File: config.mk
export PLATFORM = sky130hd
export DESIGN_NAME = fast_frame_ctrl
export DESIGN_NICKNAME = d
export VERILOG_FILES = /design/src/rtl/fast_pkg.sv /design/src/rtl/fast_sync_fifo.sv /design/src/rtl/fast_frame_ctrl.sv
export SDC_FILE = /design/constraint.sdc
export NUM_CORES = 1
export LEC_CHECK = 0
export BUFFER_PORTS_ARGS = -buffer_cell sky130_fd_sc_hd__buf_2
export CORE_AREA = 2 2 230 278
export DETAILED_ROUTE_END_ITERATION = 7
export DIE_AREA = 0 0 232 280
export GPL_TIMING_DRIVEN = 0
export PLACE_DENSITY = 0.75
export SYNTH_ARGS = -nofsm -noshare
export SYNTH_HDL_FRONTEND = slang
export SYNTH_SLANG_ARGS = --single-unit
File: constraint.sdc
create_clock -name i_clk -period 3.15 [get_ports i_clk]
set_input_delay 0.1575 -clock i_clk [delete_from_list [all_inputs] [get_ports i_clk]]
set_output_delay 0.1575 -clock i_clk [all_outputs]
set_load 0.005 [all_outputs]
File: src/rtl/fast_pkg.sv
// Shared types and constants for the FAST frame scheduler.
// Coordinates are sized for frames up to 1024x512.
package fast_pkg;

    localparam int unsigned BORDER = 3;
    localparam int unsigned X_W    = 10;
    localparam int unsigned Y_W    = 9;
    localparam int unsigned SCR_W  = 13;

    typedef enum logic [1:0] {
        StIdle,
        StRun,
        StDrain,
        StDone
    } state_t;

    typedef struct packed {
        logic [X_W-1:0]   x;
        logic [Y_W-1:0]   y;
        logic [SCR_W-1:0] scr;
    } corner_rec_t;

    typedef struct packed {
        logic [X_W-1:0] x;
        logic [Y_W-1:0] y;
    } tag_t;

endpackage

File: src/rtl/fast_sync_fifo.sv
// Synchronous first-word-fall-through FIFO with occupancy count and flush.
// Depth need not be a power of two; pointers wrap explicitly.
module fast_sync_fifo #(
    parameter int unsigned WIDTH = 8,
    parameter int unsigned DEPTH = 8,
    localparam int unsigned PW   = (DEPTH > 1) ? $clog2(DEPTH) : 1,
    localparam int unsigned CW   = $clog2(DEPTH + 1)
) (
    input  logic             clk_i,
    input  logic             rst_ni,
    input  logic             flush_i,
    input  logic             push_i,
    input  logic [WIDTH-1:0] wdata_i,
    input  logic             pop_i,
    output logic [WIDTH-1:0] rdata_o,
    output logic [CW-1:0]    count_o,
    output logic             full_o,
    output logic             empty_o
);

    logic [WIDTH-1:0] mem_q [DEPTH];
    logic [PW-1:0]    wptr_q, wptr_d;
    logic [PW-1:0]    rptr_q, rptr_d;
    logic [CW-1:0]    cnt_q, cnt_d;
    logic             do_push, do_pop;

    function automatic logic [PW-1:0] ptr_inc(input logic [PW-1:0] p);
        return (p == PW'(DEPTH - 1)) ? '0 : p + 1'b1;
    endfunction

    assign empty_o = (cnt_q == '0);
    assign full_o  = (cnt_q == CW'(DEPTH));
    assign count_o = cnt_q;
    assign rdata_o = mem_q[rptr_q];
    assign do_push = push_i && !full_o && !flush_i;
    assign do_pop  = pop_i && !empty_o && !flush_i;

    always_comb begin
        wptr_d = wptr_q;
        rptr_d = rptr_q;
        cnt_d  = cnt_q;
        if (flush_i) begin
            wptr_d = '0;
            rptr_d = '0;
            cnt_d  = '0;
        end else begin
            if (do_push) wptr_d = ptr_inc(wptr_q);
            if (do_pop)  rptr_d = ptr_inc(rptr_q);
            cnt_d = cnt_q + CW'(do_push) - CW'(do_pop);
        end
    end

    always_ff @(posedge clk_i or negedge rst_ni) begin
        if (!rst_ni) begin
            wptr_q <= '0;
            rptr_q <= '0;
            cnt_q  <= '0;
            for (int i = 0; i < int'(DEPTH); i++) mem_q[i] <= '0;
        end else begin
            wptr_q <= wptr_d;
            rptr_q <= rptr_d;
            cnt_q  <= cnt_d;
            if (do_push) mem_q[wptr_q] <= wdata_i;
        end
    end

endmodule

File: src/rtl/fast_frame_ctrl.sv
// Frame scheduler for the FAST corner pipeline: issues interior windows to the
// detector, qualifies returning results and queues corner records under credit control.
module fast_frame_ctrl
    import fast_pkg::*;
#(
    parameter int unsigned IMG_W       = 640,
    parameter int unsigned IMG_H       = 480,
    parameter int unsigned DET_LAT     = 7,
    parameter int unsigned OFIFO_DEPTH = 16
) (
    input  logic        i_clk,
    input  logic        i_rst_n,
    input  logic        i_start,
    input  logic        i_abort,
    input  logic [7:0]  i_thr,
    input  logic [12:0] i_min_score,
    input  logic        i_pix_v,
    output logic        o_pix_rdy,
    output logic        o_det_v,
    output logic [7:0]  o_det_thr,
    input  logic        i_det_v,
    input  logic [12:0] i_det_scr,
    input  logic        i_det_corner,
    output logic        o_crn_v,
    input  logic        i_crn_rdy,
    output logic [9:0]  o_crn_x,
    output logic [8:0]  o_crn_y,
    output logic [12:0] o_crn_scr,
    output logic        o_busy,
    output logic        o_done,
    output logic [18:0] o_crn_count,
    output logic        o_err
);

    localparam int unsigned TAG_DEPTH = DET_LAT + 1;
    localparam int unsigned TCW       = $clog2(TAG_DEPTH + 1);
    localparam int unsigned RCW       = $clog2(OFIFO_DEPTH + 1);

    state_t           state_q, state_d;
    logic [7:0]       thr_q, thr_d;
    logic [SCR_W-1:0] min_q, min_d;
    logic [X_W-1:0]   x_q, x_d;
    logic [Y_W-1:0]   y_q, y_d;
    logic [18:0]      cnt_q, cnt_d;
    logic             err_q, err_d;

    tag_t             tag_wdata, tag_rdata;
    logic [TCW-1:0]   tag_count;
    logic             tag_empty, tag_full, tag_pop;
    corner_rec_t      rec_wdata, rec_rdata;
    logic [RCW-1:0]   rec_count;
    logic             rec_empty, rec_full, rec_push, rec_pop;
    logic [31:0]      ofifo_free;
    logic             accept, interior, last_pix, det_live;
    logic             unused_full;

    // Every tag in flight may still become a record, so it holds a record slot.
    assign ofifo_free = 32'(OFIFO_DEPTH) - 32'(rec_count);
    assign o_pix_rdy  = (state_q == StRun) && (ofifo_free > 32'(tag_count));
    assign accept     = i_pix_v && o_pix_rdy;
    assign interior   = (x_q >= X_W'(BORDER)) && (x_q <= X_W'(IMG_W - BORDER - 1)) &&
                        (y_q >= Y_W'(BORDER)) && (y_q <= Y_W'(IMG_H - BORDER - 1));
    assign last_pix   = (x_q == X_W'(IMG_W - 1)) && (y_q == Y_W'(IMG_H - 1));
    assign o_det_v    = accept && interior;
    assign tag_wdata  = '{x: x_q, y: y_q};

    // Results landing in IDLE belong to an aborted frame and are dropped silently.
    assign det_live  = i_det_v && (state_q != StIdle) && !i_abort;
    assign tag_pop   = det_live && !tag_empty;
    assign rec_push  = tag_pop && i_det_corner && (i_det_scr >= min_q);
    assign rec_wdata = '{x: tag_rdata.x, y: tag_rdata.y, scr: i_det_scr};
    assign rec_pop   = o_crn_v && i_crn_rdy;

    assign o_det_thr   = thr_q;
    assign o_crn_v     = !rec_empty;
    assign o_crn_x     = rec_rdata.x;
    assign o_crn_y     = rec_rdata.y;
    assign o_crn_scr   = rec_rdata.scr;
    assign o_busy      = (state_q != StIdle);
    assign o_done      = (state_q == StDone);
    assign o_crn_count = cnt_q;
    assign o_err       = err_q;
    assign unused_full = tag_full | rec_full;

    always_comb begin
        state_d = state_q;
        thr_d   = thr_q;
        min_d   = min_q;
        x_d     = x_q;
        y_d     = y_q;
        cnt_d   = cnt_q;
        err_d   = err_q;
        if (accept) begin
            if (x_q == X_W'(IMG_W - 1)) begin
                x_d = '0;
                y_d = y_q + 1'b1;
            end else begin
                x_d = x_q + 1'b1;
            end
        end
        if (rec_push && (cnt_q != '1)) cnt_d = cnt_q + 1'b1;
        if (det_live && tag_empty) err_d = 1'b1;
        unique case (state_q)
            StIdle: begin
                if (i_start) begin
                    state_d = StRun;
                    thr_d   = i_thr;
                    min_d   = i_min_score;
                    x_d     = '0;
                    y_d     = '0;
                    cnt_d   = '0;
                    err_d   = 1'b0;
                end
            end
            StRun:   if (accept && last_pix) state_d = StDrain;
            StDrain: if (tag_empty && rec_empty) state_d = StDone;
            StDone:  state_d = StIdle;
            default: state_d = StIdle;
        endcase
        if (i_abort) state_d = StIdle;
    end

    always_ff @(posedge i_clk or negedge i_rst_n) begin
        if (!i_rst_n) begin
            state_q <= StIdle;
            thr_q   <= '0;
            min_q   <= '0;
            x_q     <= '0;
            y_q     <= '0;
            cnt_q   <= '0;
            err_q   <= 1'b0;
        end else begin
            state_q <= state_d;
            thr_q   <= thr_d;
            min_q   <= min_d;
            x_q     <= x_d;
            y_q     <= y_d;
            cnt_q   <= cnt_d;
            err_q   <= err_d;
        end
    end

    fast_sync_fifo #(
        .WIDTH ($bits(tag_t)),
        .DEPTH (TAG_DEPTH)
    ) u_tag_fifo (
        .clk_i   (i_clk),
        .rst_ni  (i_rst_n),
        .flush_i (i_abort),
        .push_i  (o_det_v),
        .wdata_i (tag_wdata),
        .pop_i   (tag_pop),
        .rdata_o (tag_rdata),
        .count_o (tag_count),
        .full_o  (tag_full),
        .empty_o (tag_empty)
    );

    fast_sync_fifo #(
        .WIDTH ($bits(corner_rec_t)),
        .DEPTH (OFIFO_DEPTH)
    ) u_rec_fifo (
        .clk_i   (i_clk),
        .rst_ni  (i_rst_n),
        .flush_i (i_abort),
        .push_i  (rec_push),
        .wdata_i (rec_wdata),
        .pop_i   (rec_pop),
        .rdata_o (rec_rdata),
        .count_o (rec_count),
        .full_o  (rec_full),
        .empty_o (rec_empty)
    );

endmodule
==> summary.md <==
| Metric | Value |
|---|---|
| Asr flop ratio synth | 100.0% |
| Overall power | 23.12 mW |
| Setup WS post-layout | -0.002485 ns |
| Count leader, synth | dfrtp_1 |
| P_leak | 18.48 nW |
| Root buffer cell | clkbuf_16 |
| Final wirelength | 93390 um |
| Dpl hpwl | 62810 um |
| Via count | 23870 |
| Sw power | 6.280 mW |
| Footprint of the multi-input gates | 0.01470 mm2 |
| Clk_lat worst skew | 0.63 ns |
| Final Hold Fails | 0 |
| Bufs on Longest Clock Path | 3 |
| Setup crit start kind | flop |
| FF+latch area | 0.01874 mm2 |
| Comb pwr share | 16.4% |
| Post-DP Area | 0.03633 mm2 |
| Mapped Avg Cell Area | 12.88 um2 |
| Netlist cell types | 57 |
| Grt ovf | 0 |
| Die Y | 280 um |
| CTS buffer count | 76 |
| Seq/Total Area, Yosys | 54.19% |
| Sequential power share | 43.3% |
| Status | finished, violations left |
| Slew @ Worst Pin | 1.011 ns |
| Clock Sinks | 749 |
| Layout fillers | 4522 |
| Relative slew slack | 32.59% |
| DRC Markers | 0 |
| Die width | 232 um |
| I/O Pins | 107 |
| MaxCap Viol Count | 0 |
| Htree depth | 3 |
| Failing checks | setup timing |
| Finished Cell Area | 0.03974 mm2 |
| Power Internal | 16.84 mW |
| VDD IR-drop max | 0.0003640 V |
| Post-synthesis cell count | 2686 |
| FF+latch count, synth | 749 |
| Slack of the worst reg-to-reg path | -0.002 ns |
| Layout Area Growth over Synthesis | 14.88% |
| Global Route Usage Sum | 29.54% |
| Post-synth top cells | 749 x dfrtp_1, 383 x nand2_1, 337 x mux2_2 |
| RSZ-0062 raised after global routing | yes |
| CTS tree | yes |
| Biggest area consumer among synthesized cells | dfrtp_1 |
| Min Clock Period, post-route | 3.152 ns |
| Max Slew Vio Count | 0 |
| Routability Congestion | 0.8988 |
| Num rows | 101 |
| Yosys top cell area share | 54.19% |
| Worst Path Max Fanout | 6 |
| PortBufs | 106 |
| Nets | 3025 |
| Final instance count without filler cells | 3807 |
| Initial antenna violation count | 5 |
| DIE AREA | 0.06496 mm2 |
| Number of synthesis warnings | 0 |
| Initial DRC Count | 2204 |
| Synthesized cell area | 0.03459 mm2 |
| Sw Ratio | 27.16% |
| Detailed Routing Iterations Pass 1 | 5 |
| Fin util | 63.53% |
| WP data required | 3.64 ns |
| Pwr Density | 581.8 mW/mm2 |
| Worst min path class | input port to flop |
| Post-DRT Antenna Nets | 0 |
| Top post-synthesis cells by area | dfrtp_1 54%, mux4_2 13%, mux2_2 11% |
| Fin Hold WS | 0.01449 ns |
| CORE AREA | 0.06255 mm2 |
| CP Capture Type | flop |
| Critical path arrival | 3.65 ns |
| Clk slew on worst S/H paths | 0.06 ns |
| Vias in the first global route | 25310 |
| Post-Route Setup TNS | -0.002485 ns |
| WS Path Type | flop to flop |
| Maximum clock rate | 317.2 MHz |
| Placed cells | 3622 |
| Worst Skew | 0.02469 ns |
| Most used DFF post-synth | dfrtp_1 |
| Drt wl/cell | 24.53 um |
| Number of synthesized flops with an enable pin | 0 |
| Setup-failing EPs final | 1 |
| Dpl ws | -0.9653 ns |
| Share of layout cells above drive strength 1 | 31.69% |
| Initial Util | 55.30% |
| Clk pwr share | 40.3% |
| Syn Nets | 2782 |
| Global-route wire length before repair | 146600 um |
| Pin count of the biggest net entering global routing | 133 |
| Tcrit/Tclk final | 100.1% |
| Avg Vias per Cell | 6.271 |
## sequential cells by signal, summed over array words and instances, names as in the netlist, 5 cells and up
register and flops:
min_q 13, o_crn_count 19, o_det_thr 8, u_rec_fifo.count_o 5, u_rec_fifo.mem_q 512, u_tag_fifo.mem_q 152
x_q 10, y_q 9
## cell type report
class / count / area share (%)
well taps: 824 / 2.594
flip-flops and latches: 749 / 47.17
repair buffers: 177 / 3.325
diodes: 1 / 0.006297
inverters: 61 / 0.5762
clock inverters: 23 / 0.8501
multi-input cells: 1645 / 36.99
clock buffers: 108 / 5.573
plain buffers: 219 / 2.912
## critical path, cell delays in order, from the launching register on
cell	delay, ns
dfrtp_1	0.41
inv_2	0.08
ha_1	0.28
ha_1	0.31
nor2b_1	0.17
o21ai_1	0.11
a21oi_4	0.23
o21ai_4	0.10
buf_8	0.15
buf_4	0.15
nor4_4	0.34
buf_6	0.20
clkbuf_16	0.16
mux2_2	0.33
## final timing paths
kind                                       startpoint                    end  cells past startpoint
min in group asynchronous                     i_rst_n  u_rec_fifo.mem_q[487]                      2
max in group asynchronous                     i_rst_n   u_tag_fifo.mem_q[30]                      6
worst min register to register           o_det_thr[3]           o_det_thr[3]                      2
worst max-delay path            u_rec_fifo.count_o[0]   u_tag_fifo.mem_q[74]                     13
worst max register to register  u_rec_fifo.count_o[0]   u_tag_fifo.mem_q[74]                     13
worst min-delay path                          i_start             state_q[1]                      4
## placed cells by master, fill, tap and decap left out, types with 7 or more instances in the layout
cell type / n
and3_1: 13
nand2_1: 383
nor3_1: 7
mux2i_1: 42
a21oi_1: 32
o2111ai_1: 11
or3_1: 15
nand3_1: 16
mux2_2: 336
inv_1: 57
clkbuf_16: 79
and2_1: 9
xor2_1: 16
dfrtp_1: 748
nor2_1: 46
clkinv_2: 10
nand2b_1: 10
nor2b_1: 10
buf_6: 14
mux4_2: 198
clkbuf_8: 15
bufinv_16: 8
o21ai_0: 322
buf_4: 42
buf_2: 149
dlygate4sd3_1: 36
clkbuf_1: 123
a211o_1: 16
clkbuf_2: 22
ha_1: 49
or4_1: 14
o31ai_1: 12
mux2_4: 11
## logic make-up after synthesis
family,synth area share [%]
compound gates,6.818
xor+xnor,0.5570
fa+ha+maj,1.997
buf+inv,3.664
flops,54.19
mux,25.66
simple gates,7.119
## per-layer routing
metal,track usage (%),vias up,part of all wire (%)
met2,49.30,958,51
met3,5.386,244,6.4
met1,37.52,12540,38
met4,14.04,6,4.7
met5,0,-,0.042
li1,-,10130,-
## power by group through the flow
| stage | logic (mW) | registers, mW | clock network, mW |
|---|---|---|---|
| after detailed placement | 3.38 | 10.2 | 0 |
| after global placement | 3.23 | 10.1 | 0 |
| final | 3.79 | 10.0 | 9.33 |
| after floorplan | 2.15 | 10.1 | 0 |
| after global routing | 4.12 | 10.0 | 9.82 |
| after CTS | 3.62 | 10.0 | 9.39 |
## what timing repair did
| action | in CTS | in global routing |
|---|---|---|
| endpoints found under the setup margin | 401 | 568 |
| cloned | 0 | 1 |
| gates resized for setup | 85 | 56 |
| hold buffers | 36 | 0 |
| buffers inserted | 17 | 12 |
| hold endpoints to repair | 163 | 0 |
| pin swaps | 9 | 7 |
Power figures use the tool's default switching activity.
